===== config.mk =====
export PLATFORM = sky130hd
export DESIGN_NAME = bus_cycle_ctrl
export DESIGN_NICKNAME = d
export VERILOG_FILES = /design/src/rtl/bus_cycle_ctrl.sv
export SDC_FILE = /design/constraint.sdc
export NUM_CORES = 1
export LEC_CHECK = 0
export ABC_CLOCK_PERIOD_IN_PS = 4800
export CAP_MARGIN = 15
export CORE_MARGIN = 10
export CORE_UTILIZATION = 43
export DETAILED_ROUTE_END_ITERATION = 10
export HOLD_SLACK_MARGIN = 0.12
export PLACE_DENSITY = 0.83
export SYNTH_ARGS = -nofsm -noshare
export SYNTH_HDL_FRONTEND = slang
export SYNTH_SLANG_ARGS = --single-unit

===== constraint.sdc =====
create_clock -name clk -period 4.8 [get_ports clk]
set_clock_uncertainty 0.15 [all_clocks]
set_input_delay 0.72 -clock clk [delete_from_list [all_inputs] [get_ports clk]]
set_output_delay 0.72 -clock clk [all_outputs]
set_load 0.02 [all_outputs]

===== src/rtl/bus_cycle_ctrl.sv =====
// bus_cycle_ctrl
//   Runs one 68000-style asynchronous bus cycle for each request from the
//   core's memory-access unit. Sequence: IDLE -> ADDR -> STRB -> WAIT -> TERM.
//   The cycle ends on a synchronised dtack_n or on berr_n from the bus
//   watchdog. wd_clr pulses in ADDR (cycle start) and in TERM (cycle end).
//
// Handshake (req/ready): a request is accepted on a rising clk edge where
//   req=1 and ready=1. addr/wdata/rw/be are captured on that edge. A req
//   seen while ready=0 is dropped, not queued. Every accepted cycle ends with
//   exactly one done pulse, and bus_err/rdata are valid with it. The one
//   exception is a reset, which aborts the cycle with no done pulse.
//
// Ports:
//   clk, rst               clock, synchronous active-high reset
//   req, rw, be, addr,     request side: rw 1=read; be={upper,lower} lanes,
//   wdata                  2'b00 means both lanes
//   ready, done, bus_err,  core side status; rdata holds until the next
//   rdata                  completed read
//   a_o, d_o, d_oe, d_i    address / data pins
//   as_n, uds_n, lds_n,    bus strobes and direction (rw_n 1=read)
//   rw_n
//   dtack_n                asynchronous acknowledge, active-low
//   berr_n                 watchdog bus error, active-low, clk-synchronous
//   wd_clr                 watchdog clear pulse
//   dbg_state              current FSM state (0 IDLE,1 ADDR,2 STRB,3 WAIT,4 TERM)
module bus_cycle_ctrl #(
  parameter int ADDR_W   = 23,
  parameter int DATA_W   = 16,
  parameter int MIN_WAIT = 0
) (
  input  logic              clk,
  input  logic              rst,
  input  logic              req,
  input  logic              rw,
  input  logic [1:0]        be,
  input  logic [ADDR_W-1:0] addr,
  input  logic [DATA_W-1:0] wdata,
  output logic              ready,
  output logic              done,
  output logic              bus_err,
  output logic [DATA_W-1:0] rdata,
  output logic [ADDR_W-1:0] a_o,
  output logic [DATA_W-1:0] d_o,
  output logic              d_oe,
  input  logic [DATA_W-1:0] d_i,
  output logic              as_n,
  output logic              uds_n,
  output logic              lds_n,
  output logic              rw_n,
  input  logic              dtack_n,
  input  logic              berr_n,
  output logic              wd_clr,
  output logic [2:0]        dbg_state
);

  typedef enum logic [2:0] {
    IDLE = 3'd0,
    ADDR = 3'd1,
    STRB = 3'd2,
    WAIT = 3'd3,
    TERM = 3'd4
  } state_t;

  localparam int         HALF       = DATA_W / 2;
  localparam logic [3:0] MIN_WAIT_C = 4'(MIN_WAIT);

  state_t      state_q, state_d;
  logic        rw_q;
  logic [1:0]  be_q;
  logic        err_q;
  logic [3:0]  cnt_q;
  logic        stale_q;     // dtack was still low when the previous cycle ended
  logic        dtack_m, dtack_s;
  logic        berr_q;
  logic        accept;
  logic        term_ok, term_err;
  logic        strobe_on;
  logic [DATA_W-1:0] lane_mask;

  assign accept    = (state_q == IDLE) && req;
  assign lane_mask = {{HALF{be_q[1]}}, {HALF{be_q[0]}}};
  assign dbg_state = state_q;

  // Next-state logic. berr wins over dtack and may end the cycle at any WAIT
  // cycle. dtack is honoured only once the wait counter has reached MIN_WAIT
  // and any stale acknowledge left over from the previous cycle has been
  // absorbed by one extra WAIT cycle.
  always_comb begin
    state_d  = state_q;
    term_ok  = 1'b0;
    term_err = 1'b0;
    case (state_q)
      IDLE: if (req) state_d = ADDR;
      ADDR: state_d = STRB;
      STRB: state_d = WAIT;
      WAIT: begin
        if (!berr_q) begin
          state_d  = TERM;
          term_err = 1'b1;
        end else if ((cnt_q == MIN_WAIT_C) && !stale_q && !dtack_s) begin
          state_d = TERM;
          term_ok = 1'b1;
        end
      end
      TERM:    state_d = IDLE;
      default: state_d = IDLE;
    endcase
  end

  // Pin and status decode from the registered state.
  always_comb begin
    ready     = (state_q == IDLE);
    done      = (state_q == TERM);
    bus_err   = (state_q == TERM) && err_q;
    wd_clr    = (state_q == ADDR) || (state_q == TERM);
    as_n      = !((state_q == STRB) || (state_q == WAIT));
    rw_n      = (state_q == IDLE) ? 1'b1 : rw_q;
    d_oe      = !rw_q && (state_q != IDLE);
    // Read strobes open with as_n. Write strobes wait one cycle so the data
    // is set up before they fall.
    strobe_on = (state_q == WAIT) || ((state_q == STRB) && rw_q);
    uds_n     = !(strobe_on && be_q[1]);
    lds_n     = !(strobe_on && be_q[0]);
  end

  always_ff @(posedge clk) begin
    if (rst) begin
      state_q <= IDLE;
      rw_q    <= 1'b1;
      be_q    <= 2'b11;
      a_o     <= '0;
      d_o     <= '0;
      rdata   <= '0;
      err_q   <= 1'b0;
      cnt_q   <= '0;
      stale_q <= 1'b0;
      dtack_m <= 1'b1;
      dtack_s <= 1'b1;
      berr_q  <= 1'b1;
    end else begin
      state_q <= state_d;
      dtack_m <= dtack_n;
      dtack_s <= dtack_m;
      berr_q  <= berr_n;

      if (accept) begin
        a_o  <= addr;
        d_o  <= wdata;
        rw_q <= rw;
        be_q <= (be == 2'b00) ? 2'b11 : be;
      end

      if (state_q == STRB) begin
        cnt_q <= '0;
      end else if (state_q == WAIT) begin
        if (cnt_q != MIN_WAIT_C) cnt_q <= cnt_q + 4'd1;
        else                     stale_q <= 1'b0;
      end

      if (state_q == TERM) stale_q <= !dtack_s;

      if (term_ok || term_err) err_q <= term_err;
      if (term_ok && rw_q)     rdata <= d_i & lane_mask;
    end
  end

endmodule

# --- Word-level counts from Yosys, hierarchy flattened ---
# Index checks and enable logic that the tools add are counted.
totals:
  register_bits: 70
  input_bits: 63
  output_inout_bits: 67
  word_cells: 66
op_classes:
  add_sub_neg: 1
  eq_ne: 8
  mux: 15
  bitwise_logic: 1
  reduce_logical: 29
op_table:
  columns: ["op", "n"]
  rows:
  - ["$and A16 B16 Y16", 1]
  - ["$pmux W3 S4", 1]
  - ["$mux W1", 10]
  - ["$logic_and A1 B1 Y1", 9]
  - ["$mux W3", 3]
  - ["$eq A3 B2 Y1 const B", 2]
  - ["$logic_not A1 Y1", 6]
  - ["$ne A2 B2 Y1 const B", 3]
  - ["$add A4 B1 Y4 const B", 1]
  - ["$logic_not A4 Y1", 1]
  - ["$logic_or A1 B1 Y1", 4]
  - ["$reduce_and A2 Y1", 2]
  - ["$reduce_bool A4 Y1", 1]
  - ["$eq A3 B1 Y1 const B", 1]
  - ["$eq A3 B3 Y1 const B", 1]
  - ["$logic_not A3 Y1", 1]
  - ["$ne A3 B3 Y1 const B", 1]
  - ["$reduce_and A3 Y1", 1]
  - ["$reduce_bool A3 Y1", 1]
  - ["$logic_not A2 Y1", 1]
  - ["$mux W2", 1]
  - ["$reduce_bool A2 Y1", 1]
  - ["$reduce_or A2 Y1", 1]

# --- Depth between registers and ports, before layout ---
# Gate-level depths: netlist of the first run.
logic_depth:
  word_depth: 7
  ltp_mapped: 7
  depth_no_buf: 5

# --- Least setup slack after synthesis of the first run ---
# OpenSTA, ideal clock, no wires.
synth_timing:
  kind: "register to output"
  startpoint: "register state_q[0] (netlist: dbg_state[0])"
  endpoint: "output d_oe"
  t_arrival_ns: 1.570
  required_time_ns: 3.930
  setup_slack_ns: 2.360
  stages_incl_launch_ff: 5
  n_path_buf: 1
  path_cell_list: "dfxtp_1 -> clkbuf_1 -> nor3_1 -> or2_2 -> inv_1"
synth_between:
  elab_chain_len: 2
synth_lines:
  columns: ["element", "line_no", "text"]
  rows:
  - ["from (decl)", "67", "state_t state_q, state_d;"]
  - ["from (signal assigned)", "141", "state_q <= state_d;"]
  - ["$reduce_bool A3 Y1", "118", "d_oe = !rw_q && (state_q != IDLE);"]
  - ["$logic_and A1 B1 Y1", "118", null]
  - ["to (decl)", "44", "output logic d_oe,"]
# No other way between the ends.

# --- Worst setup path in the final report of the first run ---
# Ends and elaborated chain as after synthesis.

==> flow_results.org, run 1 <==
** Status
- The run finished with clean final reports.

** STA
- Max-slew violation count :: 0
- Unrepaired setup endpoints after global routing :: false
- Worst Tran Pin Value :: 0.745 ns
- Headroom to the max-slew limit came out at 50.4%.
- Accumulated negative setup slack :: 0 ns
- Achievable Freq :: 349 MHz
- Final WS setup :: 1.93 ns
- Of the available clock period, the critical path in the final layout requires 59.8%.
- Final hold violations :: 0
- Setup violations remaining at the end of the flow were counted as 0.
- Crit path time final :: 2.87 ns

** Global route
- Number of antenna violations at the first check in global routing :: 0
- The number of global-route vias before repair came to 2518.
- The layer flagged by global routing as most heavily used is met2.
- Global routing usage on met1 :: 16.5%
- The first global-routing pass estimated 12.3 mm of wire.
- GRT met3 Usage :: 6.93%
- Summed over all layers, the global routing overflow is 0.
- Met2 GRT Util :: 24.1%
- Largest net degree at the start of global routing :: 53
- Global routing used 14.9% of the available tracks across all layers.

** Placement
- Number of buffer cells added on primary ports :: 129
- In this run the cell area measured after placement is 0.00412 mm².
- Timing analysis after detailed placement gives a worst setup slack of 2.26 ns.
- Detailed placement ended at an HPWL of 5.75 mm.
- The congestion estimate from routability-driven global placement came to 0.753.

** Detailed routing
- The detail route stage leaves a number of antenna-violating nets equal to 0.
- Via density :: 4.94
- 1st-iter DRT viols :: 56
- The routed design has 7.81 mm of wire.
- For this block, the via count after detailed routing is 2614.
- The first detailed-routing pass ran for 4 iterations.
- Detail-routed net length per standard cell :: 14.8 µm
- Drt drc :: 0

** Clock tree
- Number of levels in the clock H-tree :: 3
- CTS saw 70 sinks.
- Insertion delay of the later-clocked pin in the worst-skew pair :: 0.33 ns
- The clock passes through at most 2 buffers.
- Post-CTS resize count :: 0
- Hold buffer count at CTS :: 0
- Clock tree synthesis selected as its root buffer the cell clkbuf_8.
- Setup Buffers After CTS :: 0
- Buffers inserted during clock tree synthesis total 9.
- TritonCTS built the clock tree.
- After clock tree synthesis, the clock-pin slew on the worst setup and hold paths is 0.07 ns.

** Worst setup path
- STA classifies the critical path startpoint as a flip-flop.
- CP required :: 3.93 ns
- Highest fanout seen on the critical path :: 12
- STA classifies the critical path endpoint as an output port.
- Path type of the worst setup path :: reg2out
- Data arrives at the worst endpoint at 2.00 ns.

** Synthesis
- Synth cell types :: 32
- Synthesis produced 328 cells.
- After synthesis the cells add up to 0.00280 mm².
- Sequential element share of the synthesized area :: 50.0%
- Synthesized netlist net count :: 393
- Flip-flop and latch count after synthesis :: 70
- Syn. warnings :: 0
- Mapped Avg Cell Area :: 8.55 µm²

** Die
- Total number of placement rows :: 29
- Core area :: 0.00635 mm²
- Die height :: 101 µm
- From left edge to right edge, the die measures 101 µm.
- Initial Utilization :: 44.2%
- I/O pin cnt :: 130
- The floorplan step defined a die boundary enclosing 0.0102 mm².

** Cells and area
- Ratio of cells with drive above 1 in the final layout :: 5.53%
- The area growth from synthesis to layout is 54.5%.
- Net count reported at finish :: 512
- Area of all placed cells without fillers :: 0.00433 mm²
- Antenna cells :: 0

** Flow run
- Max-cap violation count :: 0

** Min path
- Tightest Hold Check Type :: reg2reg

** Power and ir drop
- Max rail drop VDD :: 272 µV
- Total leakage power :: 0.00156 µW
- In this run the power density over the cells is 322 mW/mm².
-- final timing paths --
check	end	cells past startpoint	slack (ns)	from
worst max-delay path	d_oe	4	1.93	dbg_state[0]$_SDFFE_PP0P_
worst min-delay path	dtack_s$_SDFF_PP1_	1	0.26	dtack_m$_SDFF_PP1_
worst max register to register	rdata[13]$_SDFFE_PP0P_	6	2.57	cnt_q[0]$_SDFFE_PP0P_
worst min register to register	dtack_s$_SDFF_PP1_	1	0.26	dtack_m$_SDFF_PP1_
-- state kept, by name, indices dropped and copies added, names as in the netlist --
| name | count |
|---|---|
| be_q | 2 |
| cnt_q | 4 |
| err_q | 1 |
| stale_q | 1 |
| a_o | 23 |
| dtack_m | 1 |
| rdata | 16 |
| rw_q | 1 |
| berr_q | 1 |
| dtack_s | 1 |
| d_o | 16 |
| dbg_state | 3 |
-- through the flow --
step / instances / hold WS [ns] / utilization (%) / power [µW]
finish: 529 / 0.262 / 68.2 / 1390
global route: 529 / 0.268 / 68.2 / 1460
CTS: 529 / 0.263 / 68.2 / 1410
detailed placement: 513 / 0.245 / 64.8 / 892
global placement: 513 / 0.248 / 64.8 / 888
floorplan: 328 / 0.239 / - / 759
-- layout by cell type (no fill, tap or decap), types with 4 or more instances in the layout --
master / count
a21oi_1: 45
inv_1: 4
clkdlybuf4s50_1: 128
or2_2: 5
nand3b_1: 18
buf_4: 4
nand3_1: 4
mux2i_1: 16
o21ai_0: 7
clkbuf_8: 10
dfxtp_1: 70
nor2_1: 8
nand2_1: 83
nor3b_1: 4
nand2b_1: 18
-- where the power goes --
part	switching (µW)	total [µW]	leakage [µW]	internal (µW)
clock network	209	517	0.000104	308
logic	119	247	0.000882	128
registers	20.4	629	0.000571	609
total	348	1390	0.00156	1040
-- layer usage --
metal / share of wire, % / vias up
met3: 11 / 10
met1: 41 / 1192
li1: - / 1327
met2: 47 / 85
met4: 1.7 / 0
met5: 0 / -
-- cells by family (layout without fill, tap and decap cells) --
logic type | Yosys count | in the layout | share of synthesized area, %
and+or+nand+nor | 151 | 151 | 27.5
DFF | 70 | 70 | 50.0
AOI/OAI and AO/OA | 59 | 59 | 11.1
buffers and inverters | 29 | 153 | 4.46
muxes | 16 | 16 | 5.71
adders and majority gates | 2 | 2 | 0.892
xor gates and xnor gates | 1 | 1 | 0.312
-- critical path, cell delays in order, from the launching register on --
cell and delay [ns]:
dfxtp_1 0.58, nor3_1 0.13, or2_2 0.31, inv_1 0.06, clkdlybuf4s50_1 0.59
-- cell type report --
type / instances / area (µm²)
clock buffers: 13 / 149
clock inverters: 3 / 67.6
fillers: 552 / 2020
inverters: 4 / 15.0
multi-input cells: 229 / 1290
flip-flops and latches: 70 / 1400
well taps: 77 / 96.3
repair buffers: 133 / 1320
-- synth_stat cells, drive strengths merged --
| library cell | n | area share (%) |
|---|---|---|
| clkbuf | 20 | 2.7 |
| dfxtp | 70 | 50 |
| ha | 2 | 0.89 |
| nand3b | 18 | 4.8 |
| nand2b | 18 | 4.0 |
| nor4 | 1 | 0.76 |
| nor3b | 4 | 1.1 |
| and3 | 1 | 0.22 |
| nand2 | 83 | 11 |
| inv | 4 | 0.54 |
| a31oi | 1 | 0.22 |
| or3b | 1 | 0.31 |
| nor3 | 1 | 0.18 |
| or3 | 2 | 0.45 |
| o21ai | 7 | 1.2 |
| a21oi | 45 | 8.0 |
| xnor2 | 1 | 0.31 |
| mux2i | 16 | 5.7 |
| and2 | 1 | 0.22 |
| o31ai | 2 | 0.54 |
| and3b | 1 | 0.31 |
| nand3 | 4 | 0.71 |
| nor4b | 1 | 0.54 |
| nor2 | 8 | 1.1 |
| o211ai | 1 | 0.27 |
| or2 | 5 | 1.1 |
| buf | 5 | 1.2 |
| or4b | 1 | 0.36 |
| or4 | 1 | 0.27 |
| o21bai | 3 | 0.80 |
Note: power is estimated with default switching activity, not from simulation.
==> run 2: changes to the inputs <==
==> config.mk (replaced) <==
export PLATFORM = sky130hd
export DESIGN_NAME = bus_cycle_ctrl
export DESIGN_NICKNAME = d
export VERILOG_FILES = /design/src/rtl/bus_cycle_ctrl.sv
export SDC_FILE = /design/constraint.sdc
export NUM_CORES = 1
export LEC_CHECK = 0
export ABC_CLOCK_PERIOD_IN_PS = 2500
export CAP_MARGIN = 15
export CORE_MARGIN = 10
export CORE_UTILIZATION = 37
export DETAILED_ROUTE_END_ITERATION = 10
export HOLD_SLACK_MARGIN = 0.12
export PLACE_DENSITY = 0.76
export SYNTH_ARGS = -nofsm -noshare
export SYNTH_HDL_FRONTEND = slang
export SYNTH_SLANG_ARGS = --single-unit
==> constraint.sdc (replaced) <==
create_clock -name clk -period 2.5 [get_ports clk]
set_clock_uncertainty 0.15 [all_clocks]
set_input_delay 0.375 -clock clk [delete_from_list [all_inputs] [get_ports clk]]
set_output_delay 0.375 -clock clk [all_outputs]
set_load 0.02 [all_outputs]
==> flow_results.org, run 2 (same netlist as run 1, synthesis figures left out) <==
** Cells and area
- Max FFs per register :: 23 (unchanged)
- The fraction of layout instances using a drive strength above 1 was 7.25% (was 5.53%).
- Most common library cell in the layout ignoring fill and taps :: clkdlybuf4s50_1 (unchanged)
- Layout-stage area growth over the synthesis result :: 55.7% (was 54.5%)
- Commonest non-fill, non-tap cells in the layout :: 128 x clkdlybuf4s50_1, 83 x nand2_1, 68 x dfxtp_1 (was 128 x clkdlybuf4s50_1, 83 x nand2_1, 70 x dfxtp_1)
- Largest registers :: a_o (23), d_o (16), rdata (16) (unchanged)
- The post-layout net count is 515 (was 512).
- Register with the most flip-flops :: a_o (unchanged)
- The number of filler cells placed in the layout is 657 (was 552).
- Footprint of the multi-input gates :: 0.00129 mm² (unchanged)
- The combined flip-flop and latch cell area is 0.00140 mm² (about the same).
- Antenna cells :: 0 (unchanged)

** Detailed routing
- The overall routed net length was 8.21 mm (was 7.81 mm).
- Detail-routed net length per standard cell :: 14.8 µm (about the same)
- The number of optimization iterations in the first detailed-route pass was 4 (unchanged).
- The number of DRC markers in iteration 0 was 76 (was 56).
- The remaining design rule violation count is 0 (unchanged).
- Via density :: 4.74 (was 4.94)
- The remaining number of nets flagged by the antenna check after routing was 0 (unchanged).
- Vias after detailed routing :: 2625 (was 2614)

** Die
- The die boundary width is 107 µm (was 101 µm).
- The row count came to 31 (was 29).
- The overall die area came to 0.0115 mm² (was 0.0102 mm²).
- Die height :: 107 µm (was 101 µm)
- The starting density of the core is 38.5% (was 44.2%).
- The total I/O pin count was 130 (unchanged).
- The area of the placeable core came to 0.00729 mm² (was 0.00635 mm²).

** Clock tree
- The later-pin clock latency in the skew report was 0.34 ns (was 0.33 ns).
- The clock root buffer was clkbuf_8 (unchanged).
- The count of H-tree levels built during CTS came to 3 (unchanged).
- Clock edge transition at the registers on the reported setup and hold paths :: 0.08 ns (was 0.07 ns)
- The buffer levels on the longest clock path is 2 (unchanged).
- The clock net sink count was 70 (unchanged).
- Clock tree from TritonCTS :: built (unchanged)
- The count of buffers added by post-CTS timing repair for setup came to 0 (unchanged).
- Post-CTS resize count :: 2 (was 0)
- Num CTS Buffers :: 9 (unchanged)
- Hold buffer count at CTS :: 0 (unchanged)

** Placement
- Hpwl dp :: 5.97 mm (was 5.75 mm)
- The setup slack after placement is 0.298 ns (was 2.26 ns).
- Number of buffer cells added on primary ports :: 129 (unchanged)
- Final GP Congestion :: 0.763 (was 0.753)

** STA
- The final setup slack of the worst path is 0.138 ns (was 1.93 ns).
- The summed negative setup slack over all endpoints came to 0 ns (unchanged).
- Headroom to the max-slew limit :: 64.5% (was 50.4%)
- Unrepaired setup endpoints after global routing :: false (unchanged)
- Max-slew violation count :: 0 (unchanged)
- Achievable Freq :: 423 MHz
- The number of failing setup endpoints in the final timing report came to 0 (unchanged).
- The clock period could shrink to 2.36 ns.
- Worst Tran Pin Value :: 0.532 ns (was 0.745 ns)
- Final worst-path cycle share :: 94.5%
- Final hold violations :: 0 (unchanged)

** Worst setup path
- Critical Path AT :: 1.84 ns (was 2.00 ns)
- The data required time of the worst path was 1.98 ns (was 3.93 ns).
- The startpoint type of the worst setup path is a flip-flop (unchanged).
- The kind of critical path was reg2out (unchanged).
- CP endpoint kind :: output port (unchanged)
- Highest fanout seen on the critical path :: 13 (was 12)

** Global route
- GR Util All Layers :: 14.3% (was 14.9%)
- The leftover overflow at the end of global routing is 0 (unchanged).
- Wire length of the first global-routing pass :: 13.4 mm (was 12.3 mm)
- The number of global-route vias before repair was 2659 (was 2518).
- Largest net degree at the start of global routing :: 43 (was 53)
- Number of antenna violations at the first check in global routing :: 0 (unchanged)

** Power and ir drop
- NetSw :: 705 µW (was 348 µW)
- The proportion of power drawn by combinational gates is 18.7% (was 17.7%).
- The internal power contribution is 1900 µW (was 1040 µW).
- The switching part of the total power came to 27.0% (was 25.0%).
- Power density over cell area :: 597 mW/mm² (was 322 mW/mm²)
- The leakage power figure came to 0.00157 µW (was 0.00156 µW).
- Max rail drop VDD :: 329 µV (was 272 µV)
- Register share of total power :: 46.2% (was 45.2%)
- The part of the power in the clock network was 35.1% (was 37.1%).

** Flow run
- The number of max-capacitance violations reported came to 0 (unchanged).

** Status
- Result of the run: completed (unchanged).

** Min path
- The class of the tightest hold or removal check was reg2reg (unchanged).
-- run 2: changes by cell type in the layout (fill, tap and decap cells not counted) --
| cell | delta |
|---|---|
| clkinv_2 | +3 |
| clkinv_4 | +1 |
| dfxtp_1 | -2 |
| dfxtp_2 | +2 |
| bufinv_16 | -1 |
| buf_4 | +3 |
| clkbuf_1 | -3 |
-- run 2: path summary, 6_finish.rpt --
| kind | to | slack (ns) | from | depth (start not counted) |
|---|---|---|---|---|
| worst max register to register | rdata[15]$_SDFFE_PP0P_ | 0.35 | cnt_q[0]$_SDFFE_PP0P_ | 6 |
| worst min-delay path | dtack_s$_SDFF_PP1_ | 0.27 | dtack_m$_SDFF_PP1_ | 1 |
| worst min register to register | dtack_s$_SDFF_PP1_ | 0.27 | dtack_m$_SDFF_PP1_ | 1 |
| worst max-delay path | d_oe | 0.14 | dbg_state[2]$_SDFFE_PP0P_ | 4 |
-- run 2: area by class of cell --
| class | count | share of cell area (%) |
|---|---|---|
| Sequential cell | 70 | 32.1 |
| Timing Repair Buffer | 136 | 30.7 |
| Multi-Input combinational cell | 229 | 29.5 |
| Clock buffer | 10 | 3.15 |
| Tap cell | 99 | 2.84 |
| Clock inverter | 6 | 1.40 |
| Inverter | 4 | 0.344 |
-- run 2: metal layers --
metal	GRT usage, %	up-vias	share of wire, %
met1	15.7	1204	41
met4	5.51	0	1.3
met3	6.95	10	9.8
met2	23.4	83	48
li1	-	1328	-
met5	0	-	0
-- run 2: per-stage QoR --
step	power, µW	util, %	instance area (µm²)	hold WS, ns	instances
after floorplan	1460	-	2800	0.239	328
after global placement	1710	57.1	4170	0.243	538
after detailed placement	1720	57.1	4170	0.255	538
after CTS	2650	59.9	4370	0.273	554
after global routing	2740	59.9	4370	0.275	554
final	2610	59.9	4370	0.270	554
-- run 2: power groups by stage --
stage          clock (µW)  sequential [µW]  combinational, µW
2_1_floorplan           0             1280                178
3_3_place_gp            0             1230                486
3_5_place_dp            0             1230                492
4_1_cts               949             1210                494
5_1_grt               994             1210                531
6_report              916             1210                486
-- run 2: worst max-delay path, cell delays in order (launching register included) --
cell and delay (ns):
dfxtp_2 0.47, nor3_1 0.09, or2_2 0.29, inv_1 0.06, clkdlybuf4s50_1 0.60
==> run 3: changes to the inputs <==
==> config.mk (replaced) <==
export PLATFORM = sky130hd
export DESIGN_NAME = bus_cycle_ctrl
export DESIGN_NICKNAME = d
export VERILOG_FILES = /design/src/rtl/bus_cycle_ctrl.sv
export SDC_FILE = /design/constraint.sdc
export NUM_CORES = 1
export LEC_CHECK = 0
export ABC_AREA = 0
export ABC_CLOCK_PERIOD_IN_PS = 2750
export CAP_MARGIN = 20
export CORE_MARGIN = 10
export CORE_UTILIZATION = 43
export DETAILED_ROUTE_END_ITERATION = 10
export HOLD_SLACK_MARGIN = 0.12
export PLACE_DENSITY = 0.83
export SYNTH_ARGS = -nofsm -noshare
export SYNTH_HDL_FRONTEND = slang
export SYNTH_SLANG_ARGS = --single-unit
==> constraint.sdc (replaced) <==
create_clock -name clk -period 2.75 [get_ports clk]
set_clock_uncertainty 0.15 [all_clocks]
set_input_delay 0.4125 -clock clk [delete_from_list [all_inputs] [get_ports clk]]
set_output_delay 0.4125 -clock clk [all_outputs]
set_load 0.02 [all_outputs]
==> flow_results.org, run 3 (same netlist as run 1, synthesis figures left out) <==
** Detailed routing
- Detail-routed net length per standard cell :: 14.9 µm (was 14.8 µm)
- The routed via count divided by cell count is 4.90 (was 4.74).
- Total wire length :: 7.90 mm (was 8.21 mm)
- Vias after detailed routing :: 2599 (was 2625)
- The remaining number of nets flagged by the antenna check after routing was 0 (unchanged).
- Drt drc :: 0 (unchanged)
- Drt pass-1 iters :: 4 (unchanged)
- 1st-iter DRT viols :: 69 (was 76)

** STA
- The actual transition at the worst max-transition pin was 0.649 ns (was 0.532 ns).
- Headroom to the max-slew limit :: 56.8% (was 64.5%)
- The final max-slew violation count is 0 (unchanged).
- Accumulated negative setup slack :: 0 ns (unchanged)
- The smallest clock period supported by the final layout is computed as 2.57 ns.
- Final worst-path cycle share :: 93.4%
- The number of failing setup endpoints in the final timing report is 0 (unchanged).
- Achievable Freq :: 389 MHz
- Final hold violations :: 0 (unchanged)
- Unrepaired setup endpoints after global routing :: false (unchanged)

** Cells and area
- The area of combinational cells with multiple inputs is 0.00129 mm² (unchanged).
- Largest registers: a_o (23), d_o (16), rdata (16) (unchanged).
- Area used by sequential logic in the layout :: 0.00140 mm² (about the same)
- Core Util, Final :: 68.1% (was 59.9%)
- Most common library cell in the layout ignoring fill and taps :: clkdlybuf4s50_1 (unchanged)
- The number of filler cells placed in the layout was 521 (was 657).
- The register with the highest flop count was a_o (unchanged).
- Antenna cells :: 0 (unchanged)
- Max FFs per register :: 23 (unchanged)
- The fraction of layout instances using a drive strength above 1 is 5.96% (was 7.25%).
- Net count reported at finish :: 513 (was 515)
- Commonest non-fill, non-tap cells in the layout: 128 x clkdlybuf4s50_1, 83 x nand2_1, 70 x dfxtp_1 (was 128 x clkdlybuf4s50_1, 83 x nand2_1, 68 x dfxtp_1).
- Layout-stage area growth over the synthesis result :: 54.2% (was 55.7%)

** Placement
- Number of buffer cells added on primary ports :: 129 (unchanged)
- The weighted congestion at the end of routability-driven global placement is 0.750 (was 0.763).
- The HPWL reported at the end of detailed placement came to 5.91 mm (was 5.97 mm).

** Worst setup path
- The highest net fanout along the worst path came to 12 (was 13).
- The data required time of the worst path was 2.19 ns (was 1.98 ns).
- Critical-path cell list :: nor3_1, or2_2, inv_1, clkdlybuf4s50_1 (unchanged)
- The kind of critical path is reg2out (unchanged).
- Startpoint type of the worst setup path :: flip-flop (unchanged)
- The critical path buffer and inverter count is 2 (unchanged).
- The highest-delay cell along the critical path is dfxtp_1 (was clkdlybuf4s50_1).
- Slowest stage delay, CP :: 0.59 ns (was 0.60 ns)
- The data arrival time of the critical path is 2.01 ns (was 1.84 ns).
- Kind of cell adding the most delay to the critical path :: buffers and inverters (unchanged)
- The category of the worst setup path capture point was an output port (unchanged).

** Die
- The row count is 29 (was 31).
- The starting density of the core was 44.2% (was 38.5%).
- The total I/O pin count was 130 (unchanged).
- Die height :: 101 µm (was 107 µm)
- Core area :: 0.00635 mm² (was 0.00729 mm²)
- Full die area :: 0.0102 mm² (was 0.0115 mm²)
- The die boundary width came to 101 µm (was 107 µm).

** Clock tree
- The count of hold buffers inserted by post-cts repair is 0 (unchanged).
- Clock tree from TritonCTS :: built (unchanged)
- Maximum clock insertion buffer count :: 2 (unchanged)
- Clock Root Buffer :: clkbuf_8 (unchanged)
- The clock-pin slew on the worst setup and hold paths came to 0.07 ns (was 0.08 ns).
- The clock net sink count was 70 (unchanged).
- Setup Buffers After CTS :: 0 (unchanged)
- Insertion delay of the later-clocked pin in the worst-skew pair :: 0.33 ns (was 0.34 ns)
- The count of H-tree levels built during CTS was 3 (unchanged).
- Post-CTS resize count :: 0 (was 2)
- Num CTS Buffers :: 9 (unchanged)

** Power and ir drop
- Power density over cell area :: 547 mW/mm² (was 597 mW/mm²)
- The leakage power figure was 0.00156 µW (was 0.00157 µW).
- Max rail drop VDD :: 292 µV (was 329 µV)

** Global route
- GR Util All Layers :: 15.3% (was 14.3%)
- Largest net degree at the start of global routing :: 48 (was 43)
- Remaining Overflow, GRT :: 0 (unchanged)
- The number of global-route vias before repair was 2581 (was 2659).
- The first-pass GRT wire length came to 12.6 mm (was 13.4 mm).
- The number of antenna violations at the first check in global routing is 0 (unchanged).

** Status
- Result of the run :: completed (unchanged)

** Min path
- The class of the tightest hold or removal check is reg2reg (unchanged).

** Flow run
- The number of max-capacitance violations reported came to 0 (unchanged).
-- run 3: changes by cell type in the layout (fill, tap and decap cells not counted), sizes merged --
cell	delta
buf	-2
clkbuf	+3
clkinv	-3
-- run 3: path summary, 6_finish.rpt --
path	from	to	slack, ns	cells past startpoint
setup / recovery	dbg_state[0]$_SDFFE_PP0P_	d_oe	0.18	4
hold / removal	dtack_m$_SDFF_PP1_	dtack_s$_SDFF_PP1_	0.26	1
setup reg to reg	cnt_q[0]$_SDFFE_PP0P_	rdata[1]$_SDFFE_PP0P_	0.58	6
hold reg to reg	dtack_m$_SDFF_PP1_	dtack_s$_SDFF_PP1_	0.26	1
-- run 3: layout make-up --
type | instances | area share (%)
Sequential cell | 70 | 32.4
Multi-Input combinational cell | 229 | 29.7
Clock inverter | 3 | 0.984
Clock buffer | 13 | 3.67
Tap cell | 77 | 2.23
Timing Repair Buffer | 134 | 30.6
Inverter | 4 | 0.347
-- run 3: through the flow --
step / setup slack (ns) / area (µm²) / std cells / hold WS [ns] / total power [µW]
3_3_place_gp: 0.546 / 4120 / 514 / 0.246 / 1550
3_5_place_dp: 0.515 / 4120 / 514 / 0.244 / 1560
4_1_cts: 0.152 / 4320 / 530 / 0.262 / 2400
5_1_grt: 0.0535 / 4320 / 530 / 0.275 / 2480
6_report: 0.180 / 4320 / 530 / 0.261 / 2370
2_1_floorplan: 0.606 / 2800 / 328 / 0.239 / 1320
-- run 3: per-layer routing --
| metal | part of all wire, % | up-vias | track usage (%) |
|---|---|---|---|
| met5 | 0 | - | 0 |
| met4 | 0.80 | 0 | 5.22 |
| met3 | 11 | 6 | 8.09 |
| met2 | 47 | 77 | 24.3 |
| met1 | 42 | 1191 | 17.2 |
| li1 | - | 1325 | - |
-- run 3: power by group --
| part | total [µW] | switching [µW] | internal [µW] |
|---|---|---|---|
| logic | 433 | 209 | 224 |
| registers | 1100 | 35.7 | 1060 |
| clock network | 834 | 366 | 468 |
| total | 2370 | 610 | 1760 |
-- run 3: worst reg2reg max path, cell delays in order (launching register included) --
cell and delay [ns]:
dfxtp_1 0.33, inv_1 0.08, ha_1 0.15, or3b_1 0.48, nor4_4 0.31, buf_4 0.33
mux2i_1 0.26
